**config.mk**
```make
export PLATFORM = sky130hd
export DESIGN_NAME = fetch_sequencer
export DESIGN_NICKNAME = d
export VERILOG_FILES = /design/src/rtl/fetch_sequencer.sv
export SDC_FILE = /design/constraint.sdc
export NUM_CORES = 1
export LEC_CHECK = 0
export CAP_MARGIN = 25
export CORE_ASPECT_RATIO = 1.2
export CORE_UTILIZATION = 28
export DETAILED_ROUTE_END_ITERATION = 8
export HOLD_SLACK_MARGIN = 0.15
export SLEW_MARGIN = 20
export SYNTH_ARGS = -nofsm -noshare
export SYNTH_HDL_FRONTEND = slang
export SYNTH_SLANG_ARGS = --single-unit
```
**constraint.sdc**
```tcl
create_clock -name clk -period 6.55 [get_ports clk]
set_input_delay 0.655 -clock clk [delete_from_list [all_inputs] [get_ports clk]]
set_output_delay 0.655 -clock clk [all_outputs]
set_load 0.005 [all_outputs]
```
**src/rtl/fetch_sequencer.sv**
```systemverilog
// fetch_sequencer
//   Owns the architectural PC and sequences instruction fetch:
//   request -> wait for ack -> hold instruction for decode -> load next PC.
//   Next-PC choices: PC+1, flag-qualified jump, call (RAS push), return (RAS pop).
//   A redirect forces a PC load from any non-IDLE state and beats everything else.
//
// Optional feature macro: PERF_CNT_EN
//   When defined, adds o_retire_cnt / o_taken_cnt performance counters.
//
// Ports
//   clk, rst              clock (rising edge), async active-high reset
//   o_imem_req            fetch request (FETCH state)
//   o_imem_addr           fetch address, always equals o_pc
//   i_imem_ack            memory returned the instruction this cycle
//   o_instr_valid         instruction held for the decoder (ISSUE state)
//   i_dec_ready           decoder consumes the instruction (retire strobe)
//   i_br_valid            retiring instruction is a control transfer
//   i_br_type             00 JMP/NOC, 01 RET, 10 JGT/IGT, 11 JLS/ILS
//   i_br_call             taken jump also pushes the return address
//   i_jta                 jump target address
//   i_noc, i_igt, i_ils   condition flags
//   i_halt                stop after loading the next PC
//   i_resume              leave HALT
//   i_redirect_valid      forced PC load (exception/flush)
//   i_redirect_addr       redirect target
//   o_pc                  current PC
//   o_ras_ovf, o_ras_unf  sticky RAS overflow / underflow
//   o_retire_cnt          (PERF_CNT_EN) non-suppressed retires
//   o_taken_cnt           (PERF_CNT_EN) retires that loaded jta or a RAS value

module fetch_sequencer #(
  parameter int             AW           = 22,
  parameter int             RAS_DEPTH    = 4,
  parameter logic [AW-1:0]  RESET_VECTOR = '0
) (
  input  logic          clk,
  input  logic          rst,
  output logic          o_imem_req,
  output logic [AW-1:0] o_imem_addr,
  input  logic          i_imem_ack,
  output logic          o_instr_valid,
  input  logic          i_dec_ready,
  input  logic          i_br_valid,
  input  logic [1:0]    i_br_type,
  input  logic          i_br_call,
  input  logic [AW-1:0] i_jta,
  input  logic          i_noc,
  input  logic          i_igt,
  input  logic          i_ils,
  input  logic          i_halt,
  input  logic          i_resume,
  input  logic          i_redirect_valid,
  input  logic [AW-1:0] i_redirect_addr,
  output logic [AW-1:0] o_pc,
  output logic          o_ras_ovf,
  output logic          o_ras_unf
`ifdef PERF_CNT_EN
  ,
  output logic [31:0]   o_retire_cnt,
  output logic [31:0]   o_taken_cnt
`endif
);

  localparam int CW = $clog2(RAS_DEPTH) + 1;

  typedef enum logic [1:0] {
    S_IDLE  = 2'd0,
    S_FETCH = 2'd1,
    S_ISSUE = 2'd2,
    S_HALT  = 2'd3
  } state_t;

  state_t        r_state;
  state_t        w_state_nxt;
  logic [AW-1:0] r_pc;
  logic [AW-1:0] w_pc_nxt;
  logic [AW-1:0] w_pc_inc;
  logic [AW-1:0] r_ras [RAS_DEPTH];
  logic [CW-1:0] r_ras_cnt;
  logic [CW-2:0] w_top_idx;
  logic          r_ras_ovf;
  logic          r_ras_unf;

  logic w_redirect;
  logic w_retire;
  logic w_cond;
  logic w_is_ret;
  logic w_taken;
  logic w_push;
  logic w_pop;
  logic w_ras_full;
  logic w_ras_empty;

  assign w_pc_inc    = r_pc + AW'(1);
  assign w_ras_full  = (r_ras_cnt == CW'(RAS_DEPTH));
  assign w_ras_empty = (r_ras_cnt == '0);
  // When full the low bits wrap to 0, so "minus one" still lands on DEPTH-1.
  assign w_top_idx   = r_ras_cnt[CW-2:0] - 1'b1;

  // A redirect in the same cycle as a retire kills the retire entirely.
  assign w_redirect = i_redirect_valid && (r_state != S_IDLE);
  assign w_retire   = (r_state == S_ISSUE) && i_dec_ready && !w_redirect;

  always_comb begin
    w_cond = 1'b0;
    case (i_br_type)
      2'b00:   w_cond = i_noc;
      2'b10:   w_cond = i_igt;
      2'b11:   w_cond = i_ils;
      default: w_cond = 1'b0;
    endcase
  end

  assign w_is_ret = w_retire && i_br_valid && (i_br_type == 2'b01);
  assign w_taken  = w_retire && i_br_valid && w_cond;
  assign w_push   = w_taken && i_br_call;
  assign w_pop    = w_is_ret && !w_ras_empty;

  always_comb begin
    w_state_nxt = r_state;
    w_pc_nxt    = r_pc;
    if (w_redirect) begin
      w_state_nxt = S_FETCH;
      w_pc_nxt    = i_redirect_addr;
    end else begin
      case (r_state)
        S_IDLE:  w_state_nxt = S_FETCH;
        S_FETCH: if (i_imem_ack) w_state_nxt = S_ISSUE;
        S_ISSUE: begin
          if (w_retire) begin
            if (w_taken)    w_pc_nxt = i_jta;
            else if (w_pop) w_pc_nxt = r_ras[w_top_idx];
            else            w_pc_nxt = w_pc_inc;
            w_state_nxt = i_halt ? S_HALT : S_FETCH;
          end
        end
        S_HALT:  if (i_resume) w_state_nxt = S_FETCH;
        default: w_state_nxt = S_IDLE;
      endcase
    end
  end

  always_ff @(posedge clk or posedge rst) begin
    if (rst) begin
      r_state <= S_IDLE;
      r_pc    <= RESET_VECTOR;
    end else begin
      r_state <= w_state_nxt;
      r_pc    <= w_pc_nxt;
    end
  end

  // RAS: entry 0 is the oldest; a push when full shifts everything down one
  // slot, dropping the oldest return address.
  always_ff @(posedge clk or posedge rst) begin
    if (rst) begin
      for (int i = 0; i < RAS_DEPTH; i++) r_ras[i] <= '0;
      r_ras_cnt <= '0;
      r_ras_ovf <= 1'b0;
      r_ras_unf <= 1'b0;
    end else begin
      if (w_push) begin
        if (w_ras_full) begin
          for (int i = 0; i < RAS_DEPTH - 1; i++) r_ras[i] <= r_ras[i+1];
          r_ras[RAS_DEPTH-1] <= w_pc_inc;
          r_ras_ovf          <= 1'b1;
        end else begin
          r_ras[r_ras_cnt[CW-2:0]] <= w_pc_inc;
          r_ras_cnt                <= r_ras_cnt + CW'(1);
        end
      end else if (w_pop) begin
        r_ras_cnt <= r_ras_cnt - CW'(1);
      end
      if (w_is_ret && w_ras_empty) r_ras_unf <= 1'b1;
    end
  end

`ifdef PERF_CNT_EN
  logic [31:0] r_retire_cnt;
  logic [31:0] r_taken_cnt;

  always_ff @(posedge clk or posedge rst) begin
    if (rst) begin
      r_retire_cnt <= '0;
      r_taken_cnt  <= '0;
    end else begin
      if (w_retire)          r_retire_cnt <= r_retire_cnt + 32'd1;
      if (w_taken || w_pop)  r_taken_cnt  <= r_taken_cnt + 32'd1;
    end
  end

  assign o_retire_cnt = r_retire_cnt;
  assign o_taken_cnt  = r_taken_cnt;
`endif

  assign o_imem_req    = (r_state == S_FETCH);
  assign o_instr_valid = (r_state == S_ISSUE);
  assign o_imem_addr   = r_pc;
  assign o_pc          = r_pc;
  assign o_ras_ovf     = r_ras_ovf;
  assign o_ras_unf     = r_ras_unf;

endmodule

```
==> results of run 1 <==
==> cell usage after synthesis (all sizes together), types with 2 or more instances <==
| library cell | count | area [um2] |
|---|---|---|
| ha | 12 | 150 |
| a32o | 4 | 40.0 |
| or4 | 2 | 18.8 |
| a41oi | 2 | 17.5 |
| nand4 | 8 | 71.3 |
| mux4 | 22 | 495 |
| nand3 | 9 | 50.1 |
| a21boi | 5 | 37.5 |
| mux2i | 16 | 160 |
| nor3 | 11 | 55.1 |
| xor2 | 9 | 78.8 |
| clkbuf | 33 | 125 |
| dfrtp | 117 | 2930 |
| o22ai | 43 | 269 |
| a31oi | 4 | 25.0 |
| and2 | 4 | 25.0 |
| nor2 | 33 | 124 |
| inv | 16 | 60.1 |
| nand4b | 2 | 17.5 |
| o221ai | 3 | 26.3 |
| a22oi | 12 | 90.1 |
| a211o | 2 | 17.5 |
| a32oi | 13 | 114 |
| a2bb2oi | 31 | 272 |
| xnor2 | 10 | 87.6 |
| a222oi | 4 | 40.0 |
| o21ai | 38 | 190 |
| nor4 | 7 | 50.1 |
| nand2 | 56 | 210 |
| nand2b | 11 | 68.8 |
| o211ai | 5 | 37.5 |
| mux2 | 15 | 169 |
| or3 | 7 | 48.8 |
| nor2b | 6 | 37.5 |
| o311ai | 4 | 35.0 |
| a211oi | 3 | 22.5 |
| o2111ai | 2 | 17.5 |
| o31ai | 28 | 210 |
| a21o | 5 | 37.5 |
| and3 | 6 | 37.5 |
| or2 | 2 | 12.5 |
| a22o | 3 | 26.3 |
| a21oi | 17 | 85.1 |
| buf | 45 | 284 |
==> flip-flops by register name (all words and copies together), names as in the netlist <==
signal,count
r_ras_cnt,3
o_ras_ovf,1
r_state,2
r_ras,88
o_ras_unf,1
o_imem_addr,22
==> layer usage <==
layer,routed length (um),GRT usage
met1,9880,0.239
met2,10900,0.290
met3,1350,0.0302
met4,675,0.0726
met5,0,0
==> through the flow <==
stage	worst slack, ns	utilization	area [um2]	total power, W
CTS	2.46	0.356	8810	0.00320
finish	2.43	0.356	8810	0.00319
global route	2.20	0.356	8810	0.00337
global placement	2.15	0.332	8230	0.00227
floorplan	2.79	-	7070	0.00178
detailed placement	2.04	0.333	8240	0.00228
==> where the power goes <==
group          leakage, nW  switching (W)  total (W)  internal [W]
Clock                0.276       0.000337   0.000913      0.000575
Combinational         1.76       0.000668    0.00126      0.000595
Sequential            1.58       0.000192    0.00102      0.000826
==> kinds of logic after synthesis <==
| logic type | count (synthesis) | share of synthesized area |
|---|---|---|
| compound gates | 235 | 0.237 |
| xor+xnor | 19 | 0.0235 |
| fa+ha+maj | 12 | 0.0212 |
| buf+inv | 95 | 0.0669 |
| flops | 117 | 0.414 |
| mux | 53 | 0.117 |
| simple gates | 167 | 0.120 |
==> worst paths after layout <==
check                            from   endpoint  cells after the start
min reg2reg                 o_ras_ovf  o_ras_ovf                      1
min in group asynchronous         rst  r_ras[61]                      2
max reg2reg                r_state[0]  r_ras[30]                      7
max in group asynchronous         rst  r_ras[28]                      3
max                        i_br_valid  r_ras[30]                      5
min                         o_ras_ovf  o_ras_ovf                      1
==> area by class of cell <==
| cell class | count | area, um2 |
|---|---|---|
| Tap cell | 325 | 407 |
| Sequential cell | 117 | 2930 |
| Inverter | 17 | 66.3 |
| Multi-Input combinational cell | 486 | 3680 |
| Fill cell | 2482 | 15900 |
| Clock buffer | 22 | 464 |
| Clock inverter | 9 | 104 |
| Timing Repair Buffer | 119 | 1160 |
==> placed cells by master, fill, tap and decap left out, types with 14 or more instances in the layout <==
master,n
a21oi_1,17
nor2_1,33
o21ai_0,38
clkdlybuf4s50_1,105
a2bb2oi_1,31
o31ai_1,28
mux4_2,22
mux2i_1,16
o22ai_1,43
mux2_2,15
nand2_1,56
inv_1,14
dfrtp_1,117
clkbuf_16,17
==> worst max-delay path, delay by kind of cell <==
family          cells  cell delay [ns]
simple gates        3             2.44
buf+inv             1             1.08
compound gates      1             0.23
==> results.json, run 1 <==
{
  "ctsLongestPathBuffers": 2,
  "rows": 63,
  "fin_crit_sh": 0.629,
  "overflow": 0,
  "p_leak_nw": 3.62,
  "core-area_um2": 24800,
  "diodes": 0,
  "num_io_pins": 106,
  "async_flop_share": 1.00,
  "path_clk_slew_ns": 0.05,
  "crit_slowest_cell": "clkdlybuf4s50_1",
  "slowest_delay_ns": 1.08,
  "max_cap_violations": 0,
  "vdd_ir_drop_max_v": 0.000194,
  "gp_congestion": 0.824,
  "dp.cells": 1064,
  "synth_cells": 698,
  "cts_tree": "built",
  "nets": 828,
  "rsz0062_at_grt": "false",
  "final_hold_viol_count": 0,
  "skew_ns": 0.0129,
  "area_delta_synth_final_pct": 24.6,
  "die-height_um": 176,
  "portBuffers": 105,
  "vias": 6147,
  "tightest_slew_ns": 1.01,
  "grt_max_degree": 60,
  "via_per_inst": 5.61,
  "status": "complete, no violations",
  "finalCriticalPeriod_ns": 4.12,
  "instances_no_fill": 1095,
  "drt_iter0_drc": 534,
  "setup_viol": 0,
  "synth_edf_count": 0,
  "timing.fmax_mhz": 243,
  "syn_avg_cell_area_um2": 10.1,
  "fp.dieArea_um2": 25900,
  "end_kind": "flop",
  "cts_root_buf": "clkbuf_16",
  "grt_pass1_vias": 6002,
  "ant_nets": 0,
  "postCtsHoldBufs": 0,
  "synth_area_um2": 7070,
  "cts_resized": 0,
  "drc": 0,
  "synth_fp_nets": 768,
  "grt_pass1_wl_um": 35800,
  "cts_sinks": 117,
  "drt_wl_total_um": 22800,
  "critPathKind": "input port to flop",
  "fin_tns_setup_ns": 0,
  "crit_path_max_fanout": 50,
  "ys_seq_elements": 117,
  "routedWlPerCell_um": 20.8,
  "required_ns": 6.88,
  "r2r_slack_ns": 2.65,
  "ys_seq_area_frac": 0.414,
  "pwr_density_cell_nw_per_um2": 363,
  "fp.dieW_um": 147,
  "slew_headroom": 0.327,
  "antenna_found_initial": 0,
  "critical_path_arrival_ns": 4.45,
  "hold_slack_ns": 0.456,
  "first_pass_iters": 5,
  "cts_setup_buffers": 0,
  "cts_made_buffers": 17,
  "start_util": 0.286,
  "clock_latency_ns": 0.42,
  "grtUsageTotal": 0.180,
  "synth.distinct_cells": 66,
  "drive_gt1_frac": 0.122,
  "htreeDepth": 4,
  "holdCritPathClass": "flop to flop",
  "cp-start-kind": "input port",
  "yosysWarnings": 0,
  "path_cells": "clkdlybuf4s50_1, and3_1, and3_2, and2_0, a2bb2oi_1",
  "dp_hpwl_um": 15800,
  "slew_violations": 0,
  "yosys_most_used_dff": "dfrtp_1"
}
Power figures use the tool's default switching activity.
==> run 2: changes to the inputs <==
==> constraint.sdc (replaced) <==
create_clock -name clk -period 3.6 [get_ports clk]
set_input_delay 0.36 -clock clk [delete_from_list [all_inputs] [get_ports clk]]
set_output_delay 0.36 -clock clk [all_outputs]
set_load 0.005 [all_outputs]
==> run 2 against run 1 <==
Setup slack worse by 1.7 ns. Clock-buffer cell count decreased by 3. Critical path depth is 2 higher. Die area unchanged. Clock power up 76%. Wire length increased by 4.9%. Final cell count grew 1.6%. Worst hold slack got worse by 0.033 ns.
==> results.json, run 2 (synthesized netlist as in run 1, its figures left out) <==
{
  "finalCriticalPeriod_ns": 2.89,
  "rows": 63,
  "critical-path-top-delay-family": "simple AND/OR/NAND/NOR gates",
  "dp_hpwl_um": 17000,
  "mostFrequentLayoutCells": "dfrtp_1, clkdlybuf4s50_1, nand2_1",
  "vdd_ir_drop_max_v": 0.000320,
  "drt_wl_total_um": 23900,
  "core-area_um2": 24800,
  "required_ns": 3.93,
  "start_util": 0.286,
  "cts_tree": "built",
  "fin_tns_setup_ns": 0,
  "clock_latency_ns": 0.41,
  "cts_root_buf": "clkbuf_16",
  "critical_path_buf_inv_count": 1,
  "cts_made_buffers": 17,
  "nets": 847,
  "postCtsHoldBufs": 0,
  "portBuffers": 105,
  "fin_crit_sh": 0.802,
  "slowest_delay_ns": 0.85,
  "top_register": "r_ras",
  "num_io_pins": 106,
  "area_delta_synth_final_pct": 26.4,
  "grt_max_degree": 53,
  "slew_headroom": 0.325,
  "instances_no_fill": 1112,
  "antenna_found_initial": 0,
  "drt_iter0_drc": 579,
  "status": "complete, no violations",
  "final_hold_viol_count": 0,
  "ant_nets": 0,
  "first_pass_iters": 7,
  "critPathKind": "flop to flop",
  "via_per_inst": 5.66,
  "fin_ws_ns": 0.713,
  "rsz0062_at_grt": "false",
  "overflow": 0,
  "vias": 6292,
  "diodes": 0,
  "cts_sinks": 117,
  "crit_path_max_fanout": 15,
  "grt_pass1_vias": 6253,
  "routedWlPerCell_um": 21.5,
  "multi_input_area_um2": 3680,
  "grt_pass1_wl_um": 37200,
  "place_ws_ns": 0.630,
  "cts_resized": 0,
  "fillCellCount": 2485,
  "dp.cells": 1083,
  "fp.dieArea_um2": 25900,
  "ctsLongestPathBuffers": 2,
  "cp-start-kind": "flop",
  "die-height_um": 176,
  "holdCritPathClass": "input port to async pin",
  "timing.fmax_mhz": 346,
  "tightest_slew_ns": 1.01,
  "fp.dieW_um": 147,
  "htreeDepth": 4,
  "grtUsageTotal": 0.188,
  "gp_congestion": 0.931,
  "seq_area_um2": 2930,
  "final_common_cell": "dfrtp_1",
  "cts_setup_buffers": 0,
  "p_leak_nw": 3.70,
  "skew_ns": 0.00983,
  "largest_reg_flops": 88,
  "drive_gt1_frac": 0.144,
  "end_kind": "flop",
  "max_cap_violations": 0,
  "critical_path_arrival_ns": 3.22,
  "crit_slowest_cell": "and2_0",
  "drc": 0,
  "slew_violations": 0,
  "pwr_density_cell_nw_per_um2": 655,
  "setup_viol": 0,
  "path_clk_slew_ns": 0.06,
  "path_cells": "inv_1, ha_1, and2_1, and3_1, and3_2, and2_0, a2bb2oi_1"
}
-- run 2: worst register-to-register path, cell delays in order, from the launching register on --
cell and delay [ns]:
dfrtp_1 0.41, inv_1 0.11, ha_1 0.24, and2_1 0.35, and3_1 0.23, and3_2 0.38, and2_0 0.85, a2bb2oi_1 0.22
-- run 2: per-layer routing --
layer | routed length [um] | share of wire | track usage | vias to the layer above
met5 | 0 | 0 | 0 | -
met4 | 770 | 0.032 | 0.0868 | 0
met3 | 1340 | 0.056 | 0.0313 | 51
met2 | 11800 | 0.49 | 0.316 | 285
met1 | 10000 | 0.42 | 0.237 | 3142
li1 | - | - | - | 2814
-- run 2: path summary, 6_finish.rpt --
| check | start | endpoint | slack [ns] | cells after the start |
|---|---|---|---|---|
| max | r_state[0] | r_ras[57] | 0.71 | 7 |
| min | rst | r_ras[39] | 0.42 | 2 |
| max reg2reg | r_state[0] | r_ras[57] | 0.71 | 7 |
| min reg2reg | o_ras_ovf | o_ras_ovf | 0.46 | 1 |
| max in group asynchronous | rst | r_ras[33] | 2.41 | 3 |
| min in group clk | o_ras_ovf | o_ras_ovf | 0.46 | 1 |
-- run 2: power breakdown --
| part | switching, W | internal, W | total [W] |
|---|---|---|---|
| registers | 0.000365 | 0.00150 | 0.00187 |
| logic | 0.00125 | 0.00112 | 0.00237 |
| clock network | 0.000594 | 0.00102 | 0.00161 |
| total | 0.00221 | 0.00364 | 0.00585 |
-- run 2: cell type report --
class                           instances  share of cell area
Inverter                               17             0.00742
Clock buffer                           19              0.0496
Clock inverter                         10              0.0123
Sequential cell                       117               0.328
Tap cell                              325              0.0455
Multi-Input combinational cell        486               0.412
Timing Repair Buffer                  138               0.146
-- run 2: per-stage QoR --
stage,total power [W],utilization,cell area [um2],hold WS (ns)
4_1_cts,0.00586,0.361,8930,0.452
2_1_floorplan,0.00324,-,7070,0.443
3_3_place_gp,0.00422,0.338,8370,0.457
5_1_grt,0.00616,0.361,8930,0.479
3_5_place_dp,0.00422,0.339,8380,0.452
6_report,0.00585,0.361,8930,0.423
